===== config.mk =====
export PLATFORM = sky130hd
export DESIGN_NAME = random_lfsr_n
export DESIGN_NICKNAME = d
export VERILOG_FILES = /design/src/rtl/random_lfsr_n.sv
export SDC_FILE = /design/constraint.sdc
export NUM_CORES = 1
export LEC_CHECK = 0
export CORE_MARGIN = 10
export CORE_UTILIZATION = 55
export CTS_CLUSTER_SIZE = 25
export DETAILED_ROUTE_END_ITERATION = 8
export DONT_BUFFER_PORTS = 1
export PLACE_DENSITY = 0.76
export SYNTH_ARGS = -nofsm -noshare
export SYNTH_HDL_FRONTEND = slang
export SYNTH_SLANG_ARGS = --single-unit

===== constraint.sdc =====
create_clock -name clock -period 1.6 [get_ports clock]
set_clock_uncertainty 0.1 [all_clocks]
set_input_delay 0.16 -clock clock [delete_from_list [all_inputs] [get_ports clock]]
set_output_delay 0.16 -clock clock [all_outputs]
set_load 0.005 [all_outputs]

===== src/rtl/random_lfsr_n.sv =====
// random_lfsr_n: Fibonacci LFSR random number generator with optional range limiting.
// Range limiting (mask, rejection, fallback subtraction) is enabled by RANDOM_RANGE_LIMIT_EN.
module random_lfsr_n #(
   parameter int WIDTH = 16
) (
   input  logic             clock,
   input  logic             reset,
   input  logic             carrega,
   input  logic [WIDTH-1:0] semente,
   input  logic             gera,
   input  logic [WIDTH-1:0] limite,
   output logic [WIDTH-1:0] saida,
   output logic             pronto,
   output logic             ocupado
);
   typedef enum logic {OCIOSO, GERANDO} state_t;
   localparam logic [WIDTH-1:0] TAPS = WIDTH == 8  ? WIDTH'(8'hB8) :
                                       WIDTH == 16 ? WIDTH'(16'hD008) : WIDTH'(32'h8020_0003);
   state_t state;
   logic [WIDTH-1:0] lfsr, nxt, sel;
   logic accept;
   assign nxt = {lfsr[WIDTH-2:0], ^(lfsr & TAPS)};
   assign ocupado = state == GERANDO;
`ifdef RANDOM_RANGE_LIMIT_EN
   logic [WIDTH-1:0] lim, mask, mask_in, masked;
   logic [4:0] rej;
   logic in_range;
   always_comb begin
      mask_in = limite;
      for (int i = 1; i < WIDTH; i = i * 2) mask_in = mask_in | (mask_in >> i);
      masked = nxt & mask;
      in_range = masked <= lim;
      accept = in_range || rej == 5'd16;
      sel = in_range ? masked : masked - (lim + WIDTH'(1));
   end
   always_ff @(posedge clock)
      if (reset || carrega) begin
         rej <= '0;
         lim <= '0;
         mask <= '0;
      end else if (state == OCIOSO && gera) begin
         rej <= '0;
         lim <= limite;
         mask <= mask_in;
      end else if (state == GERANDO) rej <= rej + 5'd1;
`else
   logic unused_limite;
   assign unused_limite = ^limite;
   always_comb begin
      accept = 1'b1;
      sel = nxt;
   end
`endif
   always_ff @(posedge clock)
      if (reset) begin
         lfsr <= WIDTH'(1);
         saida <= '0;
         pronto <= 1'b0;
         state <= OCIOSO;
      end else if (carrega) begin
         lfsr <= semente == '0 ? '1 : semente;
         pronto <= 1'b0;
         state <= OCIOSO;
      end else begin
         pronto <= 1'b0;
         if (state == OCIOSO) begin
            if (gera) state <= GERANDO;
         end else begin
            lfsr <= nxt;
            if (accept) begin
               saida <= sel;
               pronto <= 1'b1;
               state <= OCIOSO;
            end
         end
      end
endmodule


=== Word level (Yosys, flattened, before mapping) ===
Index checks and enable logic that the tools add are counted.

* Flip-flop bits (word level): 34
* Output and inout port bits: 18

* Bitwise gates (word level): 1
* Reductions and logical operators: 6
* Multiplexer cells: 5

{| class="wikitable"
|+ Operators by type and width
! cell !! count
|-
| 16-bit two-way mux || 3
|-
| 16-bit zero test || 1
|-
| 16-bit XOR reduction || 1
|-
| 3-bit OR reduction || 1
|-
| 1-bit two-way mux || 2
|-
| 2-bit AND reduction || 1
|-
| 2-bit nonzero test || 1
|-
| 2-bit OR reduction || 1
|-
| 1-bit inverter || 1
|}

=== Logic depth before layout (Yosys ltp) ===
* Depth after elaboration: 3
* Depth in mapped cells: 6
* Depth with buffers taken out: 4

=== Worst setup path after synthesis ===
OpenSTA, ideal clock, no wires.

* Kind: in2reg
* From: in semente[3]
* To: reg lfsr[10]
* Cell stages on the path: 5
* Slack: -0.102 ns
* Buffers on the path: 1
* Arrival: 1.528 ns
* Cell sequence: or4_1 o41ai_4 buf_6 nor2_1 nor3_2

* Word-level cells in the longest chain between the ends: 3

{| class="wikitable"
|+ Ends and longest elaborated chain
! item !! RTL line !! text
|-
| from (decl) || 9 || <nowiki>input logic [WIDTH-1:0] semente,</nowiki>
|-
| 16-bit zero test || 61 || <nowiki>lfsr <= semente == '0 ? '1 : semente;</nowiki>
|-
| 16-bit two-way mux || 61 ||
|-
| 16-bit two-way mux || 60 || <nowiki>end else if (carrega) begin</nowiki>
|-
| to (signal assigned) || 61 ||
|-
| to (signal assigned) || 69 || <nowiki>lfsr <= nxt;</nowiki>
|-
| to (decl) || 20 || <nowiki>logic [WIDTH-1:0] lfsr, nxt, sel;</nowiki>
|}

Every way passes these cells.
A chain may end at the register's enable or synchronous reset.

=== Worst setup path after layout ===
* From: in carrega
* To: reg lfsr[0]

* Word-level cells in the longest chain between the ends: 1
* Elaborated cells between the ends (all ways): 2
* Those cells by class: mux: 1; reduce/logical: 1

{| class="wikitable"
|+ Ends and longest elaborated chain
! item !! RTL line !! text
|-
| from (decl) || 8 || <nowiki>input logic carrega,</nowiki>
|-
| 16-bit two-way mux / 2-bit nonzero test (equally long branches) || n/a ||
|}

Parallel ways exist; a longest one is shown, timed or not.

==> results by group <==
Setup path
  • Critical path class: in2reg
  • Flop-to-flop setup slack: 0.32 ns
  • CP Capture Type: flop
  • Crit path max fanout: 17
  • Arr. time, crit path: 1.49 ns
  • Worst EP required: 1.74 ns
  • Crit start category: input pin

Global routing
  • Initial antenna violation count: 0
  • First-pass GRT wire length: 6.13 mm
  • Total track usage: 14.4%
  • Largest net degree at the start of global routing: 35
  • Gr ovfl total: 0
  • Vias in the first global route: 1257

CTS
  • # H-tree levels: 2
  • CTS sink count: 34
  • CTS tree: done
  • Clock Tree Root: clkbuf_4
  • Clk_lat worst skew: 0.34 ns
  • CTS max path bufs: 2
  • Cts bufs inserted: 5
  • Clock-pin slew on the worst setup and hold paths: 0.10 ns

Floorplan
  • Io pins: 54
  • Initial Util: 58.8%
  • DIE AREA: 5180 µm²
  • Core region area: 2520 µm²
  • Rows: 18
  • Chip Width: 71.9 µm
  • Height of the die: 71.9 µm

Detailed routing
  • DRC Markers: 0
  • Routed wire length: 3.60 mm
  • Drt initial violations: 99
  • Average routed wire per standard cell: 16.1 µm
  • Vias per cell: 5.78
  • DR pass1 iterations: 4
  • DRT antenna net count: 0
  • Vias: 1288

Power
  • Sequential power share: 58.9%
  • Maximum vdd drop: 0.000696 V
  • P_int: 1.16 mW
  • NetSw: 0.394 mW
  • PwrDens: 880 nW/µm²
  • Combinational Power Share: 13.7%
  • Switching portion of total power: 25.4%
  • Clock share of power: 27.5%
  • P_leak: 0.636 nW

Placed design
  • Detail Placement HPWL: 2.41 mm
  • Port Buffer Count: 0
  • Gpl congestion: 0.777
  • Inst Count DP: 196

Synth
  • Yosys warning count: 0
  • Netlist cell types: 21
  • Yosys reg bits: 34
  • Sequential fraction of the synthesis area: 45.9%
  • Post-Synthesis Cells: 173
  • Syn Area/Cell: 8.58 µm²
  • Cell area after synthesis: 1480 µm²
  • Syn nets: 209

Cells and area
  • Synth-to-layout area growth: 19.0%
  • Antenna Cells: 0
  • Final cell count without fillers: 223
  • Fin util: 70.0%
  • Nets: 229
  • Layout cells sized above 1: 14.0%

Timing
  • Fmax: 0.743 GHz
  • Final hold viol count: 0
  • RSZ-0062 raised after global routing: no
  • Max-slew violation count: 0
  • Relative slew slack: 57.2%
  • Slew @ Worst Pin: 0.639 ns
  • Tmin final: 1.35 ns
  • Final Cycle Share: 84.1%
  • Finish-stage setup viols: 0

Job
  • Maxcap violations: 0

Status
  • Outcome: completed

Worst hold path
  • Worst Hold Class: in2reg
## worst paths after layout
check	start	to	cells past startpoint
max	carrega	lfsr[0]	3
min	carrega	saida[2]	4
max reg2reg	ocupado	saida[9]	3
min reg2reg	lfsr[5]	saida[6]	2
## metrics by stage
step / setup TNS (ns) / hold slack (ns) / area (µm²) / setup WS [ns] / power, mW
2_1_floorplan: -0.458 / 0.211 / 1490 / -0.0460 / 1.07
3_3_place_gp: -0.200 / 0.135 / 1510 / -0.0378 / 1.07
3_5_place_dp: -0.587 / 0.136 / 1510 / -0.0618 / 1.08
4_1_cts: 0 / 0.0426 / 1770 / 0.264 / 1.56
5_1_grt: 0 / 0.0470 / 1770 / 0.168 / 1.64
6_report: 0 / 0.0435 / 1770 / 0.254 / 1.55
## cells in the mapped netlist, drive strengths merged
master | number | area share [%]
nand2 | 30 | 7.6
a21oi | 15 | 5.1
or4 | 4 | 2.1
a211oi | 17 | 8.6
nor2 | 19 | 4.8
dfxtp | 34 | 46
nor3 | 15 | 8.4
buf | 2 | 1.0
nor3b | 1 | 0.51
clkbuf | 12 | 3.7
a21o | 1 | 0.51
nand2b | 1 | 0.42
o41ai | 2 | 2.4
xnor2 | 3 | 1.8
or2 | 1 | 0.42
nor2b | 16 | 6.7
## placed cells by master, fill, tap and decap left out
cell type / count
clkbuf_4: 5
nor3_2: 10
nand2_1: 30
or4_4: 2
o41ai_1: 1
dlygate4sd3_1: 19
or2_2: 1
or4_1: 2
dfxtp_1: 34
nor3_1: 5
buf_12: 1
o41ai_4: 1
a211oi_1: 17
nand2b_1: 1
a21o_1: 1
nor2_1: 19
nor3b_1: 1
clkbuf_1: 2
nor2b_1: 16
xnor2_1: 3
buf_4: 7
a21oi_1: 15
## state kept, by name, indices dropped and copies added, names as in the netlist
register	cells
lfsr	16
pronto	1
ocupado	1
saida	16
## critical path, stage by stage
cell and delay [ns]:
dlygate4sd3_1 0.77, or2_2 0.40, a21o_1 0.16
## metal layers
metal	vias up	share of wire [%]	track usage, %	routed length (µm)
li1	631	-	-	-
met1	599	39	16.8	1420
met2	49	48	22.2	1710
met3	9	11	7.76	413
met4	0	1.5	4.95	54
met5	-	0	0	0
## cell type report
class	instances	area (µm²)
Clock buffer	7	45.0
Fill cell	202	757
Multi-Input combinational cell	125	739
Sequential cell	34	681
Tap cell	30	37.5
Timing Repair Buffer	27	263
## kinds of logic after synthesis
family | after synthesis | synth area share (%)
and+or+nand+nor | 87 | 31.0
AOI/OAI and AO/OA | 35 | 16.6
xor gates and xnor gates | 3 | 1.77
buffers and inverters | 14 | 4.72
DFF | 34 | 45.9
## timing repair
action / in CTS / in global routing
resized for setup: 0 / 0
hold buffers: 20 / 0
buffers inserted: 0 / 0
endpoints found under the hold margin: 34 / 0
## power by group through the flow
stage	combinational [mW]	sequential, mW	clock, mW
after CTS	0.211	0.914	0.434
after detailed placement	0.147	0.933	0
after floorplan	0.144	0.925	0
after global placement	0.141	0.932	0
after global routing	0.235	0.920	0.489
final	0.213	0.914	0.426
Note: power is estimated with default switching activity, not from simulation.
